===== src/rtl/dpi_pkg.sv =====
// Shared types and defaults for the FX3 GPIF-II slave FIFO burst reader.
// Owns the FSM state encoding and the default bus geometry.
package dpi_pkg;

  localparam int DW_DEF      = 32;
  localparam int MAX_WRD_DEF = 8;
  localparam int RD_LAT_DEF  = 2;

  typedef enum logic [1:0] {
    IDLE  = 2'd0,
    RD    = 2'd1,
    DRAIN = 2'd2,
    DONE  = 2'd3
  } state_e;

endpackage


===== src/rtl/dpi_rd_lat_pipe.sv =====
// Read-valid shift register matching FX3 read latency.
// Captures the bus word and raises the FIFO write strobe.
module dpi_rd_lat_pipe #(
  parameter int DW     = 32,
  parameter int RD_LAT = 2
) (
  input  logic          clk_i,
  input  logic          rst_i,
  input  logic          rd_i,
  input  logic [DW-1:0] dt_i,
  output logic [DW-1:0] dt_o,
  output logic          wr_o,
  output logic          busy_o
);

  logic [RD_LAT-1:0] vld_q;

  // Busy spans the strobe cycle through the write cycle.
  assign busy_o = rd_i | (|vld_q) | wr_o;

  always_ff @(posedge clk_i) begin
    if (rst_i) begin
      vld_q <= '0;
      dt_o  <= '0;
      wr_o  <= 1'b0;
    end else begin
      vld_q <= (vld_q << 1) | RD_LAT'(rd_i);
      wr_o  <= vld_q[RD_LAT-1];
      if (vld_q[RD_LAT-1]) begin
        dt_o <= dt_i;
      end
    end
  end

endmodule


===== src/rtl/dpi_burst_fsm.sv =====
// FX3 slave FIFO read controller: pulls up to MAX_WRD words
// per start request into the data port FIFO.
module dpi_burst_fsm
  import dpi_pkg::*;
#(
  parameter int DW      = DW_DEF,
  parameter int MAX_WRD = MAX_WRD_DEF,
  parameter int RD_LAT  = RD_LAT_DEF,
  parameter int BURST   = 1
) (
  input  logic                         clk_i,
  input  logic                         rst_i,
  input  logic                         strt_i,
  output logic                         done_o,
  input  logic                         FLAG_i,
  output logic                         SLRDn_o,
  input  logic [DW-1:0]                dpi_dt_i,
  output logic [DW-1:0]                dpi_dt_o,
  input  logic                         dpi_full_i,
  input  logic                         dpi_almost_full_i,
  output logic                         dpi_wr_o,
  output logic [$clog2(MAX_WRD+1)-1:0] wrd_cnt_o
);

  localparam int CW = $clog2(MAX_WRD+1);

  state_e        state_q;
  logic [CW-1:0] issued_q;
  logic          busy;
  logic          stop;
  logic          issue;

  assign stop = (issued_q == CW'(MAX_WRD))
              | FLAG_i | dpi_full_i
              | dpi_almost_full_i;

  assign issue = (state_q == RD) & ~stop
               & ((BURST != 0) | ~busy);

  dpi_rd_lat_pipe #(
    .DW     (DW),
    .RD_LAT (RD_LAT)
  ) u_pipe (
    .clk_i  (clk_i),
    .rst_i  (rst_i),
    .rd_i   (~SLRDn_o),
    .dt_i   (dpi_dt_i),
    .dt_o   (dpi_dt_o),
    .wr_o   (dpi_wr_o),
    .busy_o (busy)
  );

  always_ff @(posedge clk_i) begin
    if (rst_i) begin
      state_q   <= IDLE;
      SLRDn_o   <= 1'b1;
      done_o    <= 1'b0;
      wrd_cnt_o <= '0;
      issued_q  <= '0;
    end else begin
      SLRDn_o <= ~issue;
      done_o  <= 1'b0;
      if (dpi_wr_o) begin
        wrd_cnt_o <= wrd_cnt_o + CW'(1);
      end
      case (state_q)
        IDLE: begin
          // Count restarts with every accepted request.
          if (strt_i) begin
            wrd_cnt_o <= '0;
            issued_q  <= '0;
            if (!FLAG_i && !dpi_full_i) begin
              state_q <= RD;
            end else begin
              state_q <= DONE;
              done_o  <= 1'b1;
            end
          end
        end
        RD: begin
          if (stop) begin
            state_q <= DRAIN;
          end else if (issue) begin
            issued_q <= issued_q + CW'(1);
          end
        end
        DRAIN: begin
          if (!busy) begin
            state_q <= DONE;
            done_o  <= 1'b1;
          end
        end
        DONE:    state_q <= IDLE;
        default: state_q <= IDLE;
      endcase
    end
  end

endmodule


===== config.mk =====
export PLATFORM = sky130hd
export DESIGN_NAME = dpi_burst_fsm
export DESIGN_NICKNAME = d
export VERILOG_FILES = /design/src/rtl/dpi_pkg.sv /design/src/rtl/dpi_rd_lat_pipe.sv /design/src/rtl/dpi_burst_fsm.sv
export SDC_FILE = /design/constraint.sdc
export NUM_CORES = 1
export LEC_CHECK = 0
export ABC_AREA = 1
export ABC_CLOCK_PERIOD_IN_PS = 1310
export CAP_MARGIN = 30
export CORE_MARGIN = 2
export CORE_UTILIZATION = 35
export DETAILED_ROUTE_END_ITERATION = 12
export GPL_TIMING_DRIVEN = 0
export PLACE_DENSITY_LB_ADDON = 0.3
export SETUP_SLACK_MARGIN = 0.3
export SYNTH_ARGS = -nofsm -noshare
export SYNTH_HDL_FRONTEND = slang
export SYNTH_HIERARCHICAL = 1
export SYNTH_SLANG_ARGS = --single-unit

===== constraint.sdc =====
create_clock -name clk_i -period 1.31 [get_ports clk_i]
set_input_delay 0.262 -clock clk_i [delete_from_list [all_inputs] [get_ports clk_i]]
set_output_delay 0.262 -clock clk_i [all_outputs]
set_load 0.01 [all_outputs]

Word-level counts from Yosys, hierarchy flattened
Cells that the tools add are included.
Cells by class
  add/subtract/negate cells: 2
  equal/unequal tests: 9
  multiplexer cells: 16
  bitwise logic cells: 10
  reductions and logical operators: 8
Operators by type and width (count)
  4-bit 2-to-1 mux: 6
  2-bit != test, second input constant: 5
  4-bit by 1-bit adder with 4-bit output, second input constant: 2
  2-bit 2-to-1 mux: 4
  2-bit one-hot mux with 4 select lines: 1
  4-bit one-hot mux with 2 select lines: 1
  1-bit bitwise OR: 5
  2-bit == test, second input constant: 2
  4-bit == test, second input constant: 1
  4-bit AND reduction: 1
  1-bit 2-to-1 mux: 3
  1-bit NOT: 3
  3-bit AND reduction: 1
  2-bit by 1-bit == test with 1-bit output, second input constant: 1
  1-bit zero test: 2
  2-bit zero test: 1
  2-bit by 1-bit bitwise OR with 2-bit output: 1
  1-bit one-hot mux with 2 select lines: 1
  2-bit nonzero test: 1
  2-bit OR reduction: 1
  1-bit bitwise AND: 1
  1-bit logical AND: 1
Storage, ports and cells
  bits in registers: 47

Longest topological paths before layout
Gate-level depths: netlist of the first run.
  depth after elaboration: 9
  mapped depth: 9
  mapped depth without buffers: 9

Modules after synthesis
Netlist of the first run, hierarchy kept.
By module, submodules not included
  dpi_rd_lat_pipe: times used 1, cells each 214, area each 1418.9 µm²
  dpi_burst_fsm: times used 1, cells each 103, area each 696.9 µm²

Worst setup path after synthesis of the first run
No wires, ideal clock.
  path type: reg2reg
  from: register state_q[1]
  to: register issued_q[0]
  data arrival time: 1.065 ns
  required time: 1.197 ns
  path slack: 0.132 ns
  cell stages (with the launch flop): 10
  period minus slack after synthesis: 1.178 ns
  cell sequence: dfxtp_1 inv_1 ha_1 inv_2 nor2_2 nand3_1 nand2_1 nand2_1 nor2_1 nor2_1
Between the ends
  word-level cells in the longest chain between the ends: 4
RTL lines
  start: declaration: line dpi_burst_fsm.sv:27  | state_e state_q;
  start signal: assignment: line dpi_burst_fsm.sv:55  | state_q <= IDLE;
  start signal: assignment: line dpi_burst_fsm.sv:73  | state_q <= RD;
  start signal: assignment: line dpi_burst_fsm.sv:75  | state_q <= DONE;
  2-bit by 1-bit == test with 1-bit output: line dpi_burst_fsm.sv:37, dpi_burst_fsm.sv:66
  1-bit bitwise AND: line dpi_burst_fsm.sv:37  | assign issue = (state_q == RD) & ~stop
  2-bit != test (no line)
  4-bit AND reduction (no line)
  end signal: assignment: line dpi_burst_fsm.sv:84  | issued_q <= issued_q + CW'(1);
  end: declaration: line dpi_burst_fsm.sv:28  | logic [CW-1:0] issued_q;
Parallel ways exist; a longest one is shown, timed or not.
A chain may end at the register's enable or synchronous reset.

Worst setup path in the final report of the first run
  from: register state_q[1]
  to: register issued_q[1]
The elaborated chain is that of the path after synthesis.

==> results by stage, run 1 <==
Worst setup path:
- For the worst setup path, the data required time is 1.50 ns.
- For this design, the slowest cell found on the critical path is dfxtp_2.
- The signal on the critical path passes through inv_4 -> ha_4 -> inv_4 -> nor2_4 -> nand3_2 -> nand2_2 -> nand2_2 -> nor2_1 -> nor2_1.
- The maximum net fanout on the critical path is 4.
- The largest single stage delay on the critical path is 0.34 ns.
- Broken down by cell family, the worst path's largest delay share belongs to simple AND/OR/NAND/NOR gates.
- The type of the setup path with the least slack is flip-flop to flip-flop.
- The setup check on the worst reg-to-reg path leaves a slack of 0.12 ns.
- The arrival time of data at the critical path endpoint is 1.37 ns.
- The worst setup path is launched from a flip-flop.
- The total buffers and inverters traversed by the critical path is 2.
- The worst setup path is captured at a flip-flop.

Power and ir drop:
- Power spread over the standard cell area amounts to around 1000 mW/mm^2.
- Summed over all cells, the static leakage comes to 1.75 nW.
- Power comes to 3.80 mW.
- Across the VDD grid, the largest voltage drop is 1010 uV.

Routing:
- In this run the remaining antenna-violating nets after routing total 0.
- The average routed wire per standard cell is 10.5 um.
- For this run, design rule violations remaining after detail routing come to 0.
- The number of search-and-repair iterations in the first detailed-routing pass is 4.
- The detailed router's first-iteration violation count is 53.
- The post-detailed-routing wire length is 5220 um.
- The via count normalized by instance count is 4.33.
- The routed via count is 2149.

Yosys:
- The synthesized net count is 361.
- The average instance area after synthesis is 6.67 um^2.
- Sorting the synthesized cells by area gives the leading types as dfxtp_1 (44%), nand2_1 (16%), nor2_1 (15%), inv_1 (9.6%), ha_1 (3.5%).
- Summing the sequential cell areas from Yosys gives about 44% of the chip area.
- In this run, synthesis produced a sequential element count of 47.
- The number of warnings reported in the yosys synthesis log is 6.
- Of the post-synthesis cell area, the dominant cell type holds 44.5%.
- The most frequent cell after synthesis is nand2_1.
- The dominant synthesized flop cell is dfxtp_1.
- The mapped cell area is 0.00212 mm^2.
- By count the netlist is led by nand2_1 (88), nor2_1 (85), inv_1 (54).
- Synthesis produced 317 cells.
- The distinct cell type count after synthesis is 20.
- In the synthesized netlist the async set-or-reset flop fraction comes to 0%.
- The biggest area contributor in the post-synthesis netlist is dfxtp_1.
- Yosys mapped a number of flops with a built-in enable equal to 0.

Finish:
- The area growth from synthesis to layout is 72.3%.
- Fill cells in the final layout number between 500 and 600.
- Once layout is done, the placed cells without fillers occupy 0.00365 mm^2.
- The net count of the finished layout is 465.
- The post-route netlist has a little over two fifths of its cells at a drive strength greater than 1.
- The antenna diode count is 0.

Floorplan:
- 77 I/O pins were placed.
- The die is ~80 um wide.
- The die covers approximately 0.0067 mm^2.
- The effective utilization at floorplan is 35.9%.
- The row count is 28.
- From bottom edge to top edge, the die measures 81.8 um.
- The floorplan step defined a core boundary enclosing roughly 0.0059 mm^2.

STA:
- The clock arrives with around 0.0031 ns of skew.
- The worst slack on hold paths is 0.450 ns.
- Setup repair after global routing could not meet its margin everywhere.
- The number of hold violations in the final report was 0.
- The number of max-slew violations in the final report was 0.
- The final number of setup-violating endpoints is 0.
- The transition time at the pin with the least slew margin is 0.283 ns.
- Measured against its own limit, the worst slew margin works out to 81.1%.
- The period utilization is slightly above 90%.
- After layout, the minimum clock period comes to 1.19 ns.
- Static timing analysis puts the maximum clock frequency at 842 MHz.

GRT:
- The first global-routing pass estimated 8050 um of wire.
- Global routing finished with a remaining overflow of 0.
- The via count of the first global-routing pass came to ~1900.
- Entering global routing, the biggest net connects 14 pins.
- Across every metal layer, demand over resource in global routing totals 15.3%.
- The initial antenna violation count is 0.

Clocking:
- The clock latency on the worst-skew pair is 0.28 ns.
- The number of clock buffers added by TritonCTS is 5.
- The clock root buffer is clkbuf_8.
- The maximum level of the CTS H-tree is 2.
- CTS saw 47 sinks.
- Clock-pin slew was measured on the worst setup and hold paths at 0.08 ns.
- The clock tree buffer depth is 2.
- The CTS tree is done.

Worst hold path:
- The min-delay analysis places its worst path in the category input port to flip-flop.

Placed design:
- The count of buffers from port buffering is 76.
- The detailed placer's ending HPWL is 3320 um.
- At the end of routability-driven placement, the weighted congestion stood at 0.757.
- The placement-stage cell area is 0.00301 mm^2.

Job:
- Max-cap violations in this run came to 0.

Outcome:
- The flow ran to the end, and the final reports show no timing, DRC or antenna violations.
==> timing repair <==
item | CTS | global route
setup endpoints to repair | 81 | 76
gates resized for setup | 262 | 43
hold buffers | 0 | 0
pin swaps | 11 | 15
buffers inserted | 11 | 7
cloned | 0 | 3
==> stage by stage <==
stage	TNS (ns)	util (%)	worst slack, ns	cells
after floorplan	0	-	0.202	317
after detailed placement	-7.20	51.1	-0.230	468
after global routing	0	61.9	0.0377	496
after global placement	-6.48	51.1	-0.208	468
after CTS	0	57.6	0.131	486
final	0	61.9	0.123	496
==> kinds of logic after synthesis <==
family,synth area share [%]
flip-flops,44.5
AO/OA/AOI/OAI,1.24
AND/OR/NAND/NOR,35.8
buffers and inverters,13.7
multiplexers,0.473
XOR/XNOR,0.828
adder cells (fa/ha/maj),3.55
==> cell usage in the layout (no fill, tap or decap), drive strengths merged, types with 2 or more instances in the layout <==
master         Yosys  layout
nand2             88      88
nor2              87      87
buf               10      67
inv               55      55
dfxtp             47      47
clkdlybuf4s50      0      36
nand3             13      13
clkbuf             0       9
ha                 6       6
o21ai              2       2
xnor2              2       2
a21oi              2       2
==> where the power goes <==
part | switching [mW] | leakage [nW] | internal [mW]
clock network | 0.453 | 0.0470 | 0.415
logic | 0.707 | 1.30 | 0.618
registers | 0.0746 | 0.401 | 1.53
total | 1.23 | 1.75 | 2.56
==> per-layer routing <==
layer / part of all wire [%] / GRT usage, % / wire (um) / vias up
met5: 0 / 0 / 0 / -
met4: 0.73 / 4.00 / 38 / 0
met3: 8.4 / 4.40 / 438 / 4
met2: 48 / 26.7 / 2510 / 69
met1: 43 / 18.3 / 2240 / 950
li1: - / - / - / 1126
==> area by class of cell <==
cell class | count | area [um^2] | area share (%)
inverter | 55 | 211 | 5.80
tap | 75 | 93.8 | 2.57
clock buffer | 6 | 82.6 | 2.26
sequential | 47 | 1000 | 27.4
clock inverter | 1 | 5.00 | 0.137
multi-input combinational | 205 | 1110 | 30.5
timing repair buffer | 97 | 1040 | 28.4
buffer | 10 | 105 | 2.88
==> registers in the layout, summed over array words and instances, names as in the netlist <==
name,flops
wrd_cnt_o,4
u_pipe/dt_o,32
SLRDn_o,1
state_q,2
u_pipe/wr_o,1
u_pipe/vld_q,2
issued_q,4
done_o,1
==> worst paths after layout <==
kind,cells past startpoint,startpoint,to
max,9,state_q[1],issued_q[1]
min,2,rst_i,u_pipe/wr_o
max reg2reg,9,state_q[1],issued_q[1]
min reg2reg,2,u_pipe/vld_q[0],u_pipe/vld_q[1]
Note: power is estimated with default switching activity, not from simulation.
==> run 2: changes to the inputs <==
ABC_CLOCK_PERIOD_IN_PS = default   (was 1310)
CAP_MARGIN = 20   (was 30)
TNS_END_PERCENT = 30   (was default)
==> run 2 against run 1 <==
Final cell count is 1.0% lower; combinational power is 3% higher; largest power group unchanged; register-to-register slack worse by 0.03 ns.
==> results by stage, run 2 (synthesized netlist as in run 1, its figures left out) <==
STA:
- Unrepaired setup endpoints after global routing: yes (unchanged).
- The worst relative slew slack is 83.3% (was 81.1%).
- The transition time at the pin with the least slew margin was 0.251 ns (was 0.283 ns).
- The number of max-slew violations in the final report was 0 (unchanged).
- The number of hold violations in the final report is 0 (unchanged).
- The final worst clock skew is 0.00260 ns (was 0.00310 ns).
- The fmax was 821 MHz (was 842 MHz).
- The post-layout minimum cycle time is 1.22 ns (was 1.19 ns).
- The setup slack of the critical path after layout is 0.0921 ns (was 0.123 ns).
- The final number of setup-violating endpoints came to 0 (unchanged).
- The worst slack on hold paths was 0.287 ns (was 0.450 ns).
- The period utilization is 93.0% (was 90.6%).

Finish:
- The combined flip-flop and latch cell area was 980 um^2 (was 1000 um^2).
- The post-route non-filler standard cell count is 491 (was 496).
- The core occupancy in the finished layout is 60.1% (was 61.9%).
- The register name with the most flops is u_pipe/dt_o (unchanged).
- The net count of the finished layout is 459 (was 465).
- The share of cells above drive strength 1 is 32.5% (was 42.5%).
- The filler cell count in the final layout is 539 (was 540).
- The flip-flop count of the largest register after layout is 32 (unchanged).
- The most common library cell in the layout ignoring fill and taps is nor2_1 (was nand2_1).
- Largest registers: u_pipe/dt_o x32, issued_q x4, wrd_cnt_o x4 (unchanged).
- The antenna diode count came to 0 (unchanged).
- Top library cells by usage in the layout, fill and taps aside: nor2_1 (74), nand2_1 (67), inv_1 (51) (was nand2_1 (72), nor2_1 (68), inv_1 (48)).
- The post-route standard cell area excluding fillers is 0.00354 mm^2 (was 0.00365 mm^2).
- The area occupied by multi-input gates was 0.00110 mm^2 (was 0.00111 mm^2).
- The area growth from synthesis to layout is 67.3% (was 72.3%).

Floorplan:
- The row count is 28 (unchanged).
- The I/O pin count is 77 (unchanged).
- The die span in y was 81.8 um (unchanged).
- The area of the placeable core came to 0.00589 mm^2 (unchanged).
- The effective utilization at floorplan is 35.9% (unchanged).
- The die footprint is 0.00668 mm^2 (unchanged).
- The die outline width is 81.8 um (unchanged).

Clocking:
- The maximum level of the CTS H-tree was 2 (unchanged).
- The clock root buffer is clkbuf_8 (unchanged).
- The clock slew at the register clock pins of the worst setup and hold paths came to 0.09 ns (was 0.08 ns).
- The CTS tree is done (unchanged).
- The hold buffer count at cts came to 0 (unchanged).
- The number of buffers inserted during clock tree synthesis is 5 (unchanged).
- The sink count of the clock tree is 47 (unchanged).
- The clock tree buffer depth is 2 (unchanged).
- The clock latency on the worst-skew pair was 0.29 ns (was 0.28 ns).

Routing:
- The detailed router's first-iteration violation count is 73 (was 53).
- The post-detailed-routing wire length is 5190 um (was 5220 um).
- The number of routed nets with antenna violations is 0 (unchanged).
- The DRC violation count after routing is 0 (unchanged).
- The average routed wire per standard cell is 10.6 um (was 10.5 um).
- The routed via count was 2118 (was 2149).
- The number of search-and-repair iterations in the first detailed-routing pass is 4 (unchanged).
- The via count normalized by instance count is 4.31 (was 4.33).

Power and ir drop:
- The power per unit of standard cell area is 1080 mW/mm^2 (was 1040 mW/mm^2).
- The maximum VDD drop was 933 uV (was 1010 uV).
- The static power due to leakage is 1.79 nW (was 1.75 nW).

GRT:
- The global-route wire length before repair is 7570 um (was 8050 um).
- The initial antenna violation count is 0 (unchanged).
- The largest net degree at the start of global routing is 16 (was 14).
- The combined global-route utilization of all metal layers is 14.3% (was 15.3%).
- The via count of the first global-routing pass came to 1840 (was 1887).
- The remaining global-route overflow is 0 (unchanged).

Worst setup path:
- The maximum net fanout on the critical path came to 4 (unchanged).
- The launching point of the worst reg2reg path is state_q[1] (unchanged).
- The register-to-register path setup slack is 0.09 ns (was 0.12 ns).
- The kind of end point of the critical path was a flip-flop (unchanged).
- The count of cells along the worst register-to-register path is 8 (was 9).
- The type of the setup path with the least slack was flip-flop to flip-flop (unchanged).
- The data required time at the worst endpoint is 1.54 ns (was 1.50 ns).
- The arrival time of data at the critical path endpoint is 1.45 ns (was 1.37 ns).
- The worst reg2reg path endpoint is issued_q[2] (was issued_q[1]).
- The startpoint type of the worst setup path is a flip-flop (unchanged).

Placed design:
- The detailed placer's ending HPWL is 3410 um (was 3320 um).
- The routability congestion estimate from global placement was 0.766 (was 0.757).
- The count of buffers from port buffering is 76 (unchanged).
- The setup slack after placement is -0.190 ns (was -0.230 ns).
- The placement-stage cell area is 0.00300 mm^2 (was 0.00301 mm^2).
- The number of instances in the placed design is 468 (unchanged).

Worst hold path:
- The start point of the worst min-delay path was rst_i (unchanged).
- The kind of path behind the tightest hold check is input port to flip-flop (unchanged).
- The hold path depth is 2 (unchanged).
- The end point of the most critical hold path is u_pipe/wr_o (unchanged).

Job:
- The reported max-cap violation count is 0 (unchanged).

Outcome:
- Run status: finished, final reports clean (unchanged).
-- run 2: cell count changes in the layout (fill, tap and decap cells not counted), moves of 4 or more --
| cell | delta |
|---|---|
| buf_6 | -18 |
| dfxtp_1 | +14 |
| dfxtp_2 | -13 |
| dlygate4sd2_1 | +14 |
| inv_2 | -4 |
| nand2_1 | -5 |
| nand2_4 | +4 |
| nand3_2 | -4 |
| nor2_1 | +6 |
| nor2_2 | -8 |
-- run 2: critical path, cell delays in order (launching register included) --
cell	delay [ns]
dfxtp_2	0.35
inv_4	0.07
ha_4	0.15
inv_4	0.05
nor2_4	0.11
nand3_4	0.09
nand2_2	0.11
nand3_1	0.09
a21oi_1	0.14
-- run 2: final cells by class --
class                           count  share of cell area (%)
Timing Repair Buffer               91                    26.9
Multi-Input combinational cell    205                    31.1
Inverter                           55                    6.04
Clock buffer                        5                    1.94
Tap cell                           75                    2.65
Clock inverter                      3                   0.530
Buffer                             10                    3.15
Sequential cell                    47                    27.7
-- run 2: what timing repair did --
| item | CTS | global route |
|---|---|---|
| cloned | 0 | 3 |
| pin swaps | 4 | 26 |
| gates resized for setup | 165 | 68 |
| setup buffers | 6 | 6 |
| setup endpoints to repair | 80 | 82 |
-- run 2: through the flow --
stage          total power [mW]  setup TNS, ns
6_report                   3.84              0
5_1_grt                    4.09        -0.0113
3_3_place_gp               2.58          -5.11
2_1_floorplan              2.30              0
3_5_place_dp               2.60          -5.32
4_1_cts                    3.56              0
-- run 2: how the worst max path moves through the flow --
stage	depth (start not counted)	start	slack, ns	to
after global routing	8	state_q[1]	-0.01	issued_q[2]
final	8	state_q[1]	0.09	issued_q[2]
after detailed placement	4	rst_i	-0.19	wrd_cnt_o[3]
after global placement	4	rst_i	-0.17	wrd_cnt_o[3]
after CTS	9	state_q[1]	0.12	issued_q[1]
after floorplan	9	state_q[1]	0.20	issued_q[0]
-- run 2: where the power goes --
group          switching (mW)  internal (mW)  leakage [nW]  total, mW
Combinational           0.721          0.638          1.35       1.36
Clock                   0.501          0.377        0.0483      0.878
Sequential             0.0690           1.53         0.393       1.60
Total                    1.29           2.55          1.79       3.84
-- run 2: metal layers --
metal	track usage [%]	up-vias	share of wire [%]
met5	0	-	0
met4	4.17	0	0.60
met3	4.18	5	6.9
met2	24.9	57	48
met1	16.9	937	45
li1	-	1119	-
